**src/rtl/hera_pkg.sv**
```systemverilog
// Shared HERA types: LSU FSM states, register index, data word, default offset width.
// Latency: n/a (types and constants only).
// Backpressure: n/a.
package hera_pkg;

    typedef enum logic [1:0] {
        LSU_IDLE   = 2'd0,
        LSU_ACCESS = 2'd1,
        LSU_RESP   = 2'd2
    } lsu_state_t;

    typedef logic [3:0]  reg_idx_t;
    typedef logic [15:0] word_t;

    localparam int OFF_W_DEF = 5;

endpackage

```
**src/rtl/hera_lsu_agen.sv**
```systemverilog
// Effective-address adder: base + zero-extended unsigned offset, truncated to ADDR_W.
// Latency: combinational.
// Backpressure: none.
//
// Ports:
//   base   - base register value (BASE_W bits)
//   offset - unsigned instruction offset (OFF_W bits)
//   addr   - (base + offset) mod 2^ADDR_W, wraps silently
module hera_lsu_agen #(
    parameter int BASE_W = 16,
    parameter int OFF_W  = 5,
    parameter int ADDR_W = 16
) (
    input  logic [BASE_W-1:0] base,
    input  logic [OFF_W-1:0]  offset,
    output logic [ADDR_W-1:0] addr
);

    logic [BASE_W-1:0] sum;

    // Carry out of the top bit is discarded on purpose: address space wraps.
    assign sum  = base + BASE_W'(offset);
    assign addr = sum[ADDR_W-1:0];

endmodule

```
**src/rtl/hera_lsu.sv**
```systemverilog
// Load/store unit feeding the HERA register file over a req/ack data-memory port.
// Latency: strobe to load_en = 2 cycles + memory wait cycles; stores retire on ack.
// Backpressure: stall held in the request cycle and all of ACCESS; strobes outside IDLE are ignored.
//
// Ports:
//   clk, rst                  - clock, synchronous active-high reset
//   ld_en, st_en              - issue strobes (load wins if both are high)
//   base, offset, st_data     - address operands and store data
//   rd_in                     - load destination index
//   load_en, load, load_rd    - one-cycle load writeback to the register file
//   stall                     - pipeline hold request
//   err                       - sticky access-abort flag
//   mem_req, mem_we, mem_addr, mem_wdata, mem_ack, mem_rdata - data-memory port
//
// Optional feature: define HERA_LSU_TIMEOUT_EN to abort an access after TIMEOUT
// ACCESS cycles without mem_ack (sets err). Undefined: ACCESS waits forever, err = 0.
module hera_lsu
    import hera_pkg::*;
#(
    parameter int ADDR_W  = 16,
    parameter int OFF_W   = OFF_W_DEF,
    parameter int TIMEOUT = 255
) (
    input  logic              clk,
    input  logic              rst,
    input  logic              ld_en,
    input  logic              st_en,
    input  logic [15:0]       base,
    input  logic [OFF_W-1:0]  offset,
    input  logic [15:0]       st_data,
    input  logic [3:0]        rd_in,
    output logic              load_en,
    output logic [15:0]       load,
    output logic [3:0]        load_rd,
    output logic              stall,
    output logic              err,
    output logic              mem_req,
    output logic              mem_we,
    output logic [ADDR_W-1:0] mem_addr,
    output logic [15:0]       mem_wdata,
    input  logic              mem_ack,
    input  logic [15:0]       mem_rdata
);

    lsu_state_t        state;
    lsu_state_t        state_nxt;
    logic [ADDR_W-1:0] ea;
    logic              issue;
    logic              timeout_hit;
    word_t             load_q;
    reg_idx_t          rd_q;

    hera_lsu_agen #(
        .BASE_W (16),
        .OFF_W  (OFF_W),
        .ADDR_W (ADDR_W)
    ) u_agen (
        .base   (base),
        .offset (offset),
        .addr   (ea)
    );

    assign issue = (state == LSU_IDLE) && (ld_en || st_en);

    // ------------------------------------------------------------------
    // Optional access timeout
    // ------------------------------------------------------------------
`ifdef HERA_LSU_TIMEOUT_EN
    localparam int CNT_W = $clog2(TIMEOUT + 1);

    logic [CNT_W-1:0] to_cnt;
    logic             err_q;

    // An ack arriving in the final allowed cycle still wins over the abort.
    assign timeout_hit = (state == LSU_ACCESS) && !mem_ack &&
                         (to_cnt == CNT_W'(TIMEOUT - 1));

    always_ff @(posedge clk) begin
        if (rst) begin
            to_cnt <= '0;
            err_q  <= 1'b0;
        end else begin
            if (state != LSU_ACCESS) begin
                to_cnt <= '0;
            end else begin
                to_cnt <= to_cnt + 1'b1;
            end
            if (timeout_hit) begin
                err_q <= 1'b1;
            end
        end
    end

    assign err = err_q;
`else
    // Parameter kept so both builds share one parameter list.
    localparam int unused_timeout = TIMEOUT;

    assign timeout_hit = 1'b0;
    assign err         = 1'b0;
`endif

    // ------------------------------------------------------------------
    // FSM
    // ------------------------------------------------------------------
    always_ff @(posedge clk) begin
        if (rst) begin
            state <= LSU_IDLE;
        end else begin
            state <= state_nxt;
        end
    end

    always_comb begin
        state_nxt = state;
        stall     = 1'b0;
        mem_req   = 1'b0;
        load_en   = 1'b0;
        unique case (state)
            LSU_IDLE: begin
                if (issue) begin
                    stall     = 1'b1;
                    state_nxt = LSU_ACCESS;
                end
            end
            LSU_ACCESS: begin
                stall   = 1'b1;
                mem_req = 1'b1;
                if (mem_ack) begin
                    state_nxt = mem_we ? LSU_IDLE : LSU_RESP;
                end else if (timeout_hit) begin
                    state_nxt = LSU_IDLE;
                end
            end
            LSU_RESP: begin
                // Strobes seen here are deliberately dropped; upstream reissues in IDLE.
                load_en   = 1'b1;
                state_nxt = LSU_IDLE;
            end
            default: begin
                state_nxt = LSU_IDLE;
            end
        endcase
    end

    // ------------------------------------------------------------------
    // Datapath: request fields are captured at issue and held through ACCESS.
    // ------------------------------------------------------------------
    always_ff @(posedge clk) begin
        if (rst) begin
            mem_addr  <= '0;
            mem_we    <= 1'b0;
            mem_wdata <= '0;
            rd_q      <= '0;
            load_q    <= '0;
        end else begin
            if (issue) begin
                mem_addr  <= ea;
                mem_we    <= st_en & ~ld_en;
                mem_wdata <= st_data;
                rd_q      <= rd_in;
            end
            if ((state == LSU_ACCESS) && mem_ack && !mem_we) begin
                load_q <= mem_rdata;
            end
        end
    end

    assign load    = load_q;
    assign load_rd = rd_q;

endmodule

```
**config.mk**
```make
export PLATFORM = sky130hd
export DESIGN_NAME = hera_lsu
export DESIGN_NICKNAME = d
export VERILOG_FILES = /design/src/rtl/hera_pkg.sv /design/src/rtl/hera_lsu_agen.sv /design/src/rtl/hera_lsu.sv
export SDC_FILE = /design/constraint.sdc
export NUM_CORES = 1
export LEC_CHECK = 0
export ABC_AREA = 0
export BUFFER_PORTS_ARGS = -buffer_cell sky130_fd_sc_hd__buf_2
export CORE_UTILIZATION = 45
export DETAILED_ROUTE_END_ITERATION = 16
export PLACE_DENSITY = 0.81
export SYNTH_ARGS = -nofsm -noshare
export SYNTH_HDL_FRONTEND = slang
export SYNTH_SLANG_ARGS = --single-unit
export TNS_END_PERCENT = 100
```
**constraint.sdc**
```tcl
create_clock -name clk -period 2.35 [get_ports clk]
set_input_delay 0.47 -clock clk [delete_from_list [all_inputs] [get_ports clk]]
set_output_delay 0.47 -clock clk [all_outputs]
set_load 0.1 [all_outputs]
```
==> flow_summary.toml <==
[worst_setup_path]
r2r-end = "mem_addr[5]"
worstSetupEndpointType = "flip-flop"
ff2ff_path_depth = 5
slowest_stage = "fa_1"
startpoint = "offset[0]"
r2r_start = "state[1]"
slowest_delay_ps = 430
crit_chain = "buf_2 -> ha_1 -> fa_1 -> a211o_1 -> a21oi_1 -> buf_4 -> o21ai_0 -> a311oi_1"
crit_family = "compound AO/OA/AOI/OAI gates"
worst_ep_required_time_ps = 2570
crit_type = "in -> reg"
critPathBufInv = 2
cp-start-kind = "input pin"
regToRegSetupSlack_ps = 670
path_max_fanout = 10
arrival_ps = 2230

[clock_network]
clock_sinks = 55
path_clk_slew_ps = 100
hold_buffers = 0
h-tree-depth = 2
numCtsBuffers = 5
cts_tree = "done"
post-cts-setup-buffer-count = 0
cts-root-buf = "clkbuf_8"
clk_latency_ps = 310
cts_resized = 0
cts_buffer_depth = 2

[pwr]
p_leak_nw = 1.44
p_sw_mw = 1.14
peakVddDrop_uv = 397
intPower_mw = 1.41
power_mw = 2.55
seq_power_share = 0.409
p_per_area_mw_per_mm2 = 819
swShare = 0.446
p_clk_frac = 0.214
pwr-share-comb = 0.377

[timing]
tns_ps = 0
timing.fmax_mhz = 498
final.min_clock_period_ps = 2010
worst_hold_slack_ps = 366
slew_headroom = 0.638
worstMarginPinSlew_ps = 544
period_share = 0.855
slew_viol_final = 0
rsz0062_at_grt = "no"
hold_viol = 0
setup_viol = 0
skew_ps = 11.4
layout_setup_ws_ps = 341

[min_path]
holdPathStages = 2
min_path_type = "in -> reg"
hp-start = "ld_en"
whs_endpoint = "mem_we"

[route]
ant_nets = 0
via_per_inst = 5.05
detail_route.first_pass.iterations = 4
drc = 0
vias = 2402
drt-total-wl_um = 5660
drtIter0Drc = 107
wl_per_cell_um = 11.9

[yosys]
synth_seq_area_share = 0.460
synth_warnings = 0
yosys.area_share.simple = 0.240
muxShareOfSynthArea = 0
synth_compound_area_frac = 0.211
syn-mean-instance-area_um2 = 8.23
synth_top_family_by_area = "simple AND/OR/NAND/NOR gates"
synth_nets = 359
synth_seq_cells = 55
yosysUniqueCellTypes = 43
synthCells = 291
synth_edf_count = 0
synth_xor_xnor_area_share = 0.00366
synth_fa_ha_area_frac = 0.0345
async_flop_share = 0
syn_area_mm2 = 0.00240
synthFlopType = "dfxtp_1"

[job]
drv_cap = 0

[final_layout]
fin_cells = 476
drive_above_1_share = 0.352
finish.net_count = 473
antennaDiodeCount = 0
syn_to_final_growth_pct = 29.9

[die]
rows = 26
ios = 119
dieArea_mm2 = 0.00562
initial_core_util = 0.469
dieHeight_um = 75.0
die_x_um = 75.0
core_mm2 = 0.00511

[status]
status = "completed"

[place]
post-place-ws_ps = 18.8
numPortBuffers = 117
dp.final_hpwl_um = 4180
gp_congestion = 0.738
dp_cells = 468

[global_route]
grt_pass1_wl_um = 8890
grt_use_total = 0.202
grt_overflow_total = 0
first_global_vias = 2088
grt_max_degree = 44
antenna_found_initial = 0
through the flow:
| stage | area (um^2) | utilization |
|---|---|---|
| after CTS | 3110 | 0.609 |
| final | 3110 | 0.609 |
| after floorplan | 2400 | - |
| after detailed placement | 3020 | 0.591 |
| after global routing | 3110 | 0.609 |
| after global placement | 3020 | 0.591 |
cells in the final DEF, fill, tap and decap left out, types with 2 or more instances in the layout:
| master | count |
|---|---|
| nor3_1 | 2 |
| buf_2 | 117 |
| or4_1 | 2 |
| o21ai_0 | 6 |
| nand4_1 | 3 |
| nor2_2 | 2 |
| nor2_1 | 14 |
| ha_1 | 5 |
| a311oi_1 | 7 |
| a211o_1 | 4 |
| nand3_1 | 4 |
| nor2b_1 | 2 |
| inv_6 | 2 |
| o31ai_1 | 3 |
| o31a_1 | 2 |
| or2_2 | 2 |
| buf_4 | 8 |
| a211oi_1 | 4 |
| nand2_1 | 83 |
| dfxtp_1 | 55 |
| inv_1 | 2 |
| a21o_1 | 2 |
| a21oi_1 | 43 |
| o21a_1 | 2 |
| or3_1 | 6 |
| clkbuf_8 | 5 |
| nor4_1 | 3 |
routing by layer:
layer | vias to the layer above | wire length, um | track usage
li1 | 1242 | - | -
met1 | 1093 | 2540 | 0.248
met2 | 62 | 2800 | 0.355
met3 | 5 | 269 | 0.0348
met4 | 0 | 48 | 0.0713
met5 | - | 0 | 0
final cells by class:
type | instances | area (um^2)
fillers | 490 | 2000
multi-input cells | 216 | 1180
flip-flops and latches | 55 | 1100
repair buffers | 125 | 646
well taps | 70 | 87.6
clock buffers | 5 | 68.8
clock inverters | 3 | 22.5
inverters | 2 | 7.51
synthesized netlist by cell type, types with 2 or more instances:
cell type	instances	share of area
or3_1	6	0.016
o31ai_1	3	0.0094
nor2b_1	2	0.0052
a21o_1	2	0.0063
nor4_1	3	0.0078
nand4_1	3	0.0078
a211oi_1	4	0.013
ha_1	5	0.026
a311oi_1	7	0.026
a21oi_1	43	0.090
o31a_1	2	0.0073
dfxtp_1	55	0.46
o21ai_0	6	0.013
clkbuf_1	9	0.014
nand2_1	83	0.13
buf_2	4	0.0084
nor3_1	2	0.0042
o21a_1	2	0.0063
clkbuf_8	2	0.011
nor2_1	15	0.023
nand3_1	4	0.0084
or2_2	2	0.0052
buf_6	2	0.0094
a211o_1	4	0.015
inv_1	2	0.0031
or4_1	2	0.0063
sequential cells by signal, summed over array words and instances, names as in the netlist:
register	cells
mem_we	1
load_rd	4
state	2
load	16
mem_addr	16
mem_wdata	16
power groups by stage:
stage,combinational [mW],sequential (mW),clock (mW)
after floorplan,0.272,1.58,0
final,0.960,1.04,0.547
after global placement,0.954,1.06,0
after CTS,0.963,1.04,0.563
after detailed placement,0.962,1.06,0
after global routing,1.01,1.05,0.600
kinds of logic after synthesis:
| group | after synthesis |
|---|---|
| compound gates | 79 |
| xor+xnor | 1 |
| fa+ha+maj | 6 |
| buf+inv | 20 |
| flops | 55 |
| other cells | 1 |
| simple gates | 129 |
worst max-delay path by stage:
stage,slack (ps),cells after the start,end
3_3_place_gp,100,8,mem_addr[14]
4_1_cts,370,8,mem_addr[12]
2_1_floorplan,110,1,load_en
6_report,340,8,mem_addr[12]
5_1_grt,230,8,mem_addr[14]
3_5_place_dp,20,8,mem_addr[12]
Note: power is estimated with default switching activity, not from simulation.
